File: src/rtl/dm_arbiter_if.sv
// dm_arbiter_if: requester handshakes and dm port bundle shared by dm_arbiter and its environment.
//   slave  : arbiter side - takes r*_req/we/addr/wdata and dm_outvalue,
//            drives r*_gnt/rvalid/rdata and dm_addr/invalue/memwrite/memread
//   master : environment side (requesters plus the data memory), opposite directions
interface dm_arbiter_if #(
   parameter int ADDR_W = 32,
   parameter int DATA_W = 32
);
   logic              r0_req, r0_we, r0_gnt, r0_rvalid;
   logic [ADDR_W-1:0] r0_addr;
   logic [DATA_W-1:0] r0_wdata, r0_rdata;
   logic              r1_req, r1_we, r1_gnt, r1_rvalid;
   logic [ADDR_W-1:0] r1_addr;
   logic [DATA_W-1:0] r1_wdata, r1_rdata;
   logic [ADDR_W-1:0] dm_addr;
   logic [DATA_W-1:0] dm_invalue, dm_outvalue;
   logic              dm_memwrite, dm_memread;
   modport slave (
      input  r0_req, r0_we, r0_addr, r0_wdata, r1_req, r1_we, r1_addr, r1_wdata, dm_outvalue,
      output r0_gnt, r0_rvalid, r0_rdata, r1_gnt, r1_rvalid, r1_rdata,
             dm_addr, dm_invalue, dm_memwrite, dm_memread
   );
   modport master (
      output r0_req, r0_we, r0_addr, r0_wdata, r1_req, r1_we, r1_addr, r1_wdata, dm_outvalue,
      input  r0_gnt, r0_rvalid, r0_rdata, r1_gnt, r1_rvalid, r1_rdata,
             dm_addr, dm_invalue, dm_memwrite, dm_memread
   );
endinterface

File: src/rtl/dm_arbiter.sv
// dm_arbiter: shares one single-port data memory between requester 0 (CPU) and requester 1 (DMA/debug).
//   clk   : rising-edge clock
//   reset : asynchronous active-low reset
//   bus   : dm_arbiter_if.slave - per-requester req/gnt/rvalid handshake and the dm port
// One access at a time: gnt (IDLE, combinational) -> dm access (ACCESS) -> rvalid (RESP).
// Optional macro DMARB_ROUND_ROBIN_EN: round-robin on ties; otherwise r0 has fixed priority.
module dm_arbiter #(
   parameter int ADDR_W = 32,
   parameter int DATA_W = 32
) (
   input logic         clk,
   input logic         reset,
   dm_arbiter_if.slave bus
);
   typedef enum logic [1:0] {IDLE, ACCESS, RESP} state_e;
   state_e            state_q, state_d;
   logic              we_q, we_d, win_q, win_d, last_q, last_d;
   logic [ADDR_W-1:0] addr_q, addr_d;
   logic [DATA_W-1:0] wdata_q, wdata_d, rdata0_q, rdata0_d, rdata1_q, rdata1_d;
   logic              idle, any_req, pick1;
   assign idle    = state_q == IDLE;
   assign any_req = bus.r0_req | bus.r1_req;
`ifdef DMARB_ROUND_ROBIN_EN
   // on a tie the requester that did not win last time goes first
   assign pick1 = bus.r1_req & (~bus.r0_req | ~last_q);
`else
   assign pick1 = bus.r1_req & ~bus.r0_req;
`endif
   assign bus.r0_gnt      = idle & any_req & ~pick1;
   assign bus.r1_gnt      = idle & pick1;
   assign bus.r0_rvalid   = (state_q == RESP) & ~win_q;
   assign bus.r1_rvalid   = (state_q == RESP) & win_q;
   assign bus.r0_rdata    = rdata0_q;
   assign bus.r1_rdata    = rdata1_q;
   // latched payload only changes on a grant, so dm_addr/invalue hold outside ACCESS
   assign bus.dm_addr     = addr_q;
   assign bus.dm_invalue  = wdata_q;
   assign bus.dm_memwrite = (state_q == ACCESS) & we_q;
   assign bus.dm_memread  = (state_q == ACCESS) & ~we_q;
   always_comb begin
      state_d  = state_q;
      we_d     = we_q;
      win_d    = win_q;
      last_d   = last_q;
      addr_d   = addr_q;
      wdata_d  = wdata_q;
      rdata0_d = rdata0_q;
      rdata1_d = rdata1_q;
      case (state_q)
         IDLE: if (any_req) begin
            state_d = ACCESS;
            win_d   = pick1;
            last_d  = pick1;
            we_d    = pick1 ? bus.r1_we : bus.r0_we;
            addr_d  = pick1 ? bus.r1_addr : bus.r0_addr;
            wdata_d = pick1 ? bus.r1_wdata : bus.r0_wdata;
         end
         ACCESS: begin
            state_d  = RESP;
            rdata0_d = (!we_q && !win_q) ? bus.dm_outvalue : rdata0_q;
            rdata1_d = (!we_q && win_q) ? bus.dm_outvalue : rdata1_q;
         end
         default: state_d = IDLE;
      endcase
   end
   always_ff @(posedge clk or negedge reset) begin
      if (!reset) begin
         state_q  <= IDLE;
         we_q     <= 1'b0;
         win_q    <= 1'b0;
         last_q   <= 1'b1;
         addr_q   <= '0;
         wdata_q  <= '0;
         rdata0_q <= '0;
         rdata1_q <= '0;
      end else begin
         state_q  <= state_d;
         we_q     <= we_d;
         win_q    <= win_d;
         last_q   <= last_d;
         addr_q   <= addr_d;
         wdata_q  <= wdata_d;
         rdata0_q <= rdata0_d;
         rdata1_q <= rdata1_d;
      end
   end
endmodule

File: src/flat_wrapper.sv
// flat-port wrapper written by rule: the top's interface ports become plain ports
module dm_arbiter_flat 
#(
   parameter int ADDR_W = 32,
   parameter int DATA_W = 32
)
  (clk, reset, bus_r0_req, bus_r0_we, bus_r0_addr, bus_r0_wdata, bus_r1_req, bus_r1_we, bus_r1_addr, bus_r1_wdata, bus_dm_outvalue, bus_r0_gnt, bus_r0_rvalid, bus_r0_rdata, bus_r1_gnt, bus_r1_rvalid, bus_r1_rdata, bus_dm_addr, bus_dm_invalue, bus_dm_memwrite, bus_dm_memread);
  dm_arbiter_if #(.ADDR_W(ADDR_W), .DATA_W(DATA_W)) bus_i ();
  input logic clk;
  input logic reset;
  input wire logic [$bits(bus_i.r0_req)-1:0] bus_r0_req;
  input wire logic [$bits(bus_i.r0_we)-1:0] bus_r0_we;
  input wire logic [$bits(bus_i.r0_addr)-1:0] bus_r0_addr;
  input wire logic [$bits(bus_i.r0_wdata)-1:0] bus_r0_wdata;
  input wire logic [$bits(bus_i.r1_req)-1:0] bus_r1_req;
  input wire logic [$bits(bus_i.r1_we)-1:0] bus_r1_we;
  input wire logic [$bits(bus_i.r1_addr)-1:0] bus_r1_addr;
  input wire logic [$bits(bus_i.r1_wdata)-1:0] bus_r1_wdata;
  input wire logic [$bits(bus_i.dm_outvalue)-1:0] bus_dm_outvalue;
  output wire logic [$bits(bus_i.r0_gnt)-1:0] bus_r0_gnt;
  output wire logic [$bits(bus_i.r0_rvalid)-1:0] bus_r0_rvalid;
  output wire logic [$bits(bus_i.r0_rdata)-1:0] bus_r0_rdata;
  output wire logic [$bits(bus_i.r1_gnt)-1:0] bus_r1_gnt;
  output wire logic [$bits(bus_i.r1_rvalid)-1:0] bus_r1_rvalid;
  output wire logic [$bits(bus_i.r1_rdata)-1:0] bus_r1_rdata;
  output wire logic [$bits(bus_i.dm_addr)-1:0] bus_dm_addr;
  output wire logic [$bits(bus_i.dm_invalue)-1:0] bus_dm_invalue;
  output wire logic [$bits(bus_i.dm_memwrite)-1:0] bus_dm_memwrite;
  output wire logic [$bits(bus_i.dm_memread)-1:0] bus_dm_memread;
  assign bus_i.r0_req = bus_r0_req;
  assign bus_i.r0_we = bus_r0_we;
  assign bus_i.r0_addr = bus_r0_addr;
  assign bus_i.r0_wdata = bus_r0_wdata;
  assign bus_i.r1_req = bus_r1_req;
  assign bus_i.r1_we = bus_r1_we;
  assign bus_i.r1_addr = bus_r1_addr;
  assign bus_i.r1_wdata = bus_r1_wdata;
  assign bus_i.dm_outvalue = bus_dm_outvalue;
  assign bus_r0_gnt = bus_i.r0_gnt;
  assign bus_r0_rvalid = bus_i.r0_rvalid;
  assign bus_r0_rdata = bus_i.r0_rdata;
  assign bus_r1_gnt = bus_i.r1_gnt;
  assign bus_r1_rvalid = bus_i.r1_rvalid;
  assign bus_r1_rdata = bus_i.r1_rdata;
  assign bus_dm_addr = bus_i.dm_addr;
  assign bus_dm_invalue = bus_i.dm_invalue;
  assign bus_dm_memwrite = bus_i.dm_memwrite;
  assign bus_dm_memread = bus_i.dm_memread;
  dm_arbiter #(.ADDR_W(ADDR_W), .DATA_W(DATA_W)) u_core (.clk(clk), .reset(reset), .bus(bus_i));
endmodule
File: config.mk
export PLATFORM = sky130hd
export DESIGN_NAME = dm_arbiter_flat
export DESIGN_NICKNAME = d
export VERILOG_FILES = /design/src/rtl/dm_arbiter_if.sv /design/src/rtl/dm_arbiter.sv /design/src/flat_wrapper.sv
export SDC_FILE = /design/constraint.sdc
export NUM_CORES = 1
export LEC_CHECK = 0
export CAP_MARGIN = 20
export CORE_MARGIN = 2
export CORE_UTILIZATION = 41
export CTS_CLUSTER_SIZE = 14
export DETAILED_ROUTE_END_ITERATION = 12
export PLACE_DENSITY_LB_ADDON = 0.3
export SYNTH_ARGS = -nofsm -noshare
export SYNTH_HDL_FRONTEND = slang
export SYNTH_SLANG_ARGS = --single-unit
File: constraint.sdc
create_clock -name clk -period 2.07 [get_ports clk]
set_input_delay 0.3105 -clock clk [delete_from_list [all_inputs] [get_ports clk]]
set_output_delay 0.3105 -clock clk [all_outputs]
set_load 0.03 [all_outputs]
* Yosys cells after proc, flatten, opt, wreduce, memory -nomap -nowiden *
Index checks and enable logic that the tools add are counted.

storage, ports and cells
  register bits after elaboration = 132
  output and inout bits = 134
  word-level logic and storage cells = 36

cells by class
  equality and inequality tests = 3
  mux-type cells = 5
  bitwise operators = 13
  reduce and logical (&&, ||, !) cells = 8

operators by type and width
  cell                                                             count
  32-bit two-way mux                                               2
  1-bit AND                                                        8
  2-bit AND reduction                                              3
  1-bit NOT                                                        4
  2-bit one-hot mux with 2 select lines                            1
  2-bit by 1-bit == test with 1-bit output, second input constant  1
  2-bit == test, second input constant                             1
  1-bit logical AND                                                2
  1-bit zero test                                                  2
  2-bit zero test                                                  1
  2-bit two-way mux                                                1
  2-bit != test, second input constant                             1
  1-bit two-way mux                                                1
  1-bit OR                                                         1

* Longest topological paths before layout *
  word-level depth = 4
  depth in mapped cells = 5

* Worst setup path before layout *
Ideal clock, no wire load.

  path kind = reg2reg
  from = register u_core.state_q[1]
  to = register u_core.rdata1_q[0] (netlist: u_core.bus.r1_rdata[0])
  setup time = 0.125 ns
  arrival time = 1.709 ns
  data required time = 1.945 ns
  path slack = 0.236 ns
  stages on the path, launching flop included = 6
  period minus slack after synthesis = 1.834 ns
  path through = dfrtp_1 -> nor3b_2 -> and2_1 -> buf_4 -> buf_8 -> mux2_4

between the ends
  longest elaborated chain between the ends = 2

RTL lines
  item                                      line              RTL
  start: declaration                        dm_arbiter.sv:16  state_e state_q, state_d;
  start signal: assignment                  dm_arbiter.sv:77  state_q <= state_d;
  2-bit by 1-bit == test with 1-bit output  dm_arbiter.sv:49  case (state_q)
  2-bit AND reduction (no source line)      --
  end signal: assignment                    dm_arbiter.sv:84  rdata1_q <= rdata1_d;
  end: declaration                          dm_arbiter.sv:19  logic [DATA_W-1:0] wdata_q, wdata_d, rdata0_q, rdata0_d, rdata1_q, rdata1_d;

Every way passes these cells.
A chain may end at the register's enable or synchronous reset.

* Worst setup path after layout *
  from = input port bus_r1_req
  to = output port bus_r1_gnt

between the ends
  longest elaborated chain between the ends = 2

RTL lines
  item                line                RTL
  start: declaration  flat_wrapper.sv:15  input wire logic [$bits(bus_i.r1_req)-1:0] bus_r1_req;
  1-bit AND           dm_arbiter.sv:27    assign pick1 = bus.r1_req & ~bus.r0_req;
  1-bit AND           dm_arbiter.sv:30    assign bus.r1_gnt = idle & pick1;
  end: declaration    flat_wrapper.sv:23  output wire logic [$bits(bus_i.r1_gnt)-1:0] bus_r1_gnt;

Every way passes these cells.

==> flow_metrics.tcl <==
set metrics [dict create \
    status "complete, no violations" \
    ios 300 \
    fmax_mhz 519 \
    crit_fanout 12 \
    post-route-min-period_ns 1.93 \
    clock_latency_ns 0.41 \
    drive_gt1_share_pct 37.1 \
    htree_levels 4 \
    grt_pass1_wl_um 26700 \
    yosysSeqAreaShare_pct 53.5 \
    setup_viol 0 \
    dp_hpwl_um 13000 \
    final_common_cell "clkdlybuf4s50_1" \
    antenna_found_initial 0 \
    worstPathRequired_ns 1.76 \
    final_cell_mix "clkdlybuf4s50_1, dfrtp_1, mux2_4" \
    globalplace.congestion 0.785 \
    power_per_cell_area_nw_per_um2 1640 \
    place_area_um2 9520 \
    synth_area_um2 6180 \
    drc 0 \
    drt_first_pass_iters 4 \
    rsz0062_at_grt "false" \
    grt.overflow.total 0 \
    grt_use_total_pct 21.7 \
    start_util_pct 42.2 \
    fp.dieArea_um2 16100 \
    syn_to_final_growth_pct 62.9 \
    fillers 1027 \
    drt_iter0_drc 123 \
    period_share_pct 93.0 \
    via_per_inst 4.84 \
    clkTransAtPathRegs_ns 0.06 \
    die_h_um 127 \
    synth_nets 528 \
    crit_type "primary input to output port" \
    ant_nets 0 \
    setup_tns_ns 0 \
    postCtsSetupRepairBufs 0 \
    multi_input_area_um2 2670 \
    syn_area_per_cell_um2 17.1 \
    grt_max_degree 41 \
    die_w_um 127 \
    wl_per_cell_um 19.2 \
    p_leak_nw 4.35 \
    synthCells 362 \
    yosysUniqueCellTypes 18 \
    core_region_area_um2 14600 \
    num_vias 4261 \
    cts_sinks 132 \
    root_buffer "clkbuf_16" \
    worst_slew_pin_slew_ns 0.436 \
    synth_warnings 0 \
    antenna_cells 0 \
    irDropWorstVdd_mv 0.976 \
    cap_violations 0 \
    hold_violations 0 \
    critPathArrivalTime_ns 1.61 \
    cts_made_buffers 17 \
    placementRows 44 \
    fin_area_um2 10100 \
    seq_area_um2 3300 \
    routed_wl_um 16900 \
    hp-class "primary input to async pin" \
    cts_buffer_depth 2 \
    worst_clock_skew_ns 0.00952 \
    slew_violations 0 \
    tritoncts "built" \
    portBuffers 299 \
    worstSetupStartpointType "primary input" \
    synth-seq-cells 132 \
    max_slew_margin_pct 70.9 \
    layout.nets 849 \
    grt_pass1_vias 4803 \
    endpoint_kind "output port" \
]
-- worst paths after layout --
kind                                       startpoint                       to  slack, ns  depth (start not counted)
worst max register to register      u_core.state_q[1]   u_core.bus.r0_rdata[0]       0.37                          4
worst min-delay path                            reset  u_core.bus.r0_rdata[19]       0.42                          2
min in group clk                u_core.bus.dm_addr[6]    u_core.bus.dm_addr[6]       0.50                          1
worst min register to register  u_core.bus.dm_addr[6]    u_core.bus.dm_addr[6]       0.50                          1
worst max-delay path                       bus_r1_req               bus_r1_gnt       0.14                          5
max in group asynchronous                       reset   u_core.bus.r1_rdata[2]       1.06                          3
-- final cells by class --
class	count	share of cell area, %
tap	184	2.29
clock buffer	18	4.36
timing repair buffer	324	33.0
clock inverter	14	1.03
sequential	132	32.8
multi-input combinational	208	26.5
-- cell usage after synthesis --
library cell / instances / share of area (%)
dfrtp_1: 132 / 53
mux2_4: 99 / 24
mux2_2: 95 / 17
buf_4: 7 / 0.85
buf_8: 6 / 1.5
buf_6: 5 / 0.91
buf_2: 4 / 0.32
and2_1: 3 / 0.30
nor2_1: 2 / 0.12
a21oi_1: 1 / 0.081
and2b_1: 1 / 0.12
and3b_1: 1 / 0.14
nand2b_4: 1 / 0.22
nor2b_1: 1 / 0.10
nor3_1: 1 / 0.081
nor3b_1: 1 / 0.12
nor3b_2: 1 / 0.20
o21a_1: 1 / 0.12
-- worst max-delay path: stages --
cell and delay, ns:
clkdlybuf4s50_1 0.56, nand2b_4 0.19, buf_12 0.21, nor3_1 0.13, buf_4 0.20
-- routing by layer --
| metal | track usage, % | routed length [um] |
|---|---|---|
| met3 | 7.72 | 1370 |
| met5 | 0 | 0 |
| met4 | 8.08 | 395 |
| met2 | 38.4 | 8830 |
| met1 | 24.0 | 6320 |
-- state kept, by name (all words and copies together) (netlist names) --
signal,cells
u_core.bus.r1_rdata,32
u_core.state_q,2
u_core.we_q,1
u_core.win_q,1
u_core.bus.dm_addr,32
u_core.bus.r0_rdata,32
u_core.bus.dm_invalue,32
-- repair_timing --
action / in CTS / in global routing
endpoints found under the setup margin: 4 / 0
resized for setup: 4 / 0
hold buffers: 1 / 0
endpoints found under the hold margin: 26 / 0
-- report_power, final --
part / internal (mW) / switching, mW / total, mW
sequential: 3.92 / 0.771 / 4.69
combinational: 4.60 / 4.50 / 9.10
clock: 1.57 / 1.18 / 2.74
-- logic make-up (layout without fill, tap and decap cells) --
| kind of cell | count (synthesis) | in the layout | synth area share [%] |
|---|---|---|---|
| multiplexers | 194 | 194 | 41.4 |
| flip-flops | 132 | 132 | 53.5 |
| buffers and inverters | 22 | 356 | 3.54 |
| AND/OR/NAND/NOR | 12 | 12 | 1.42 |
| AO/OA/AOI/OAI | 2 | 2 | 0.202 |
-- metrics by stage --
step           hold slack, ns  std cells  utilization (%)  worst slack (ns)  total power, mW
2_1_floorplan          0.0149        362                -             0.236             10.0
3_3_place_gp            0.274        847             65.0            0.0320             13.7
3_5_place_dp            0.281        847             65.0            0.0317             13.9
4_1_cts                 0.377        880             68.7             0.124             16.7
5_1_grt                 0.443        880             68.7            0.0753             17.3
6_report                0.422        880             68.7             0.145             16.5
(Power assumes the default switching activity.)
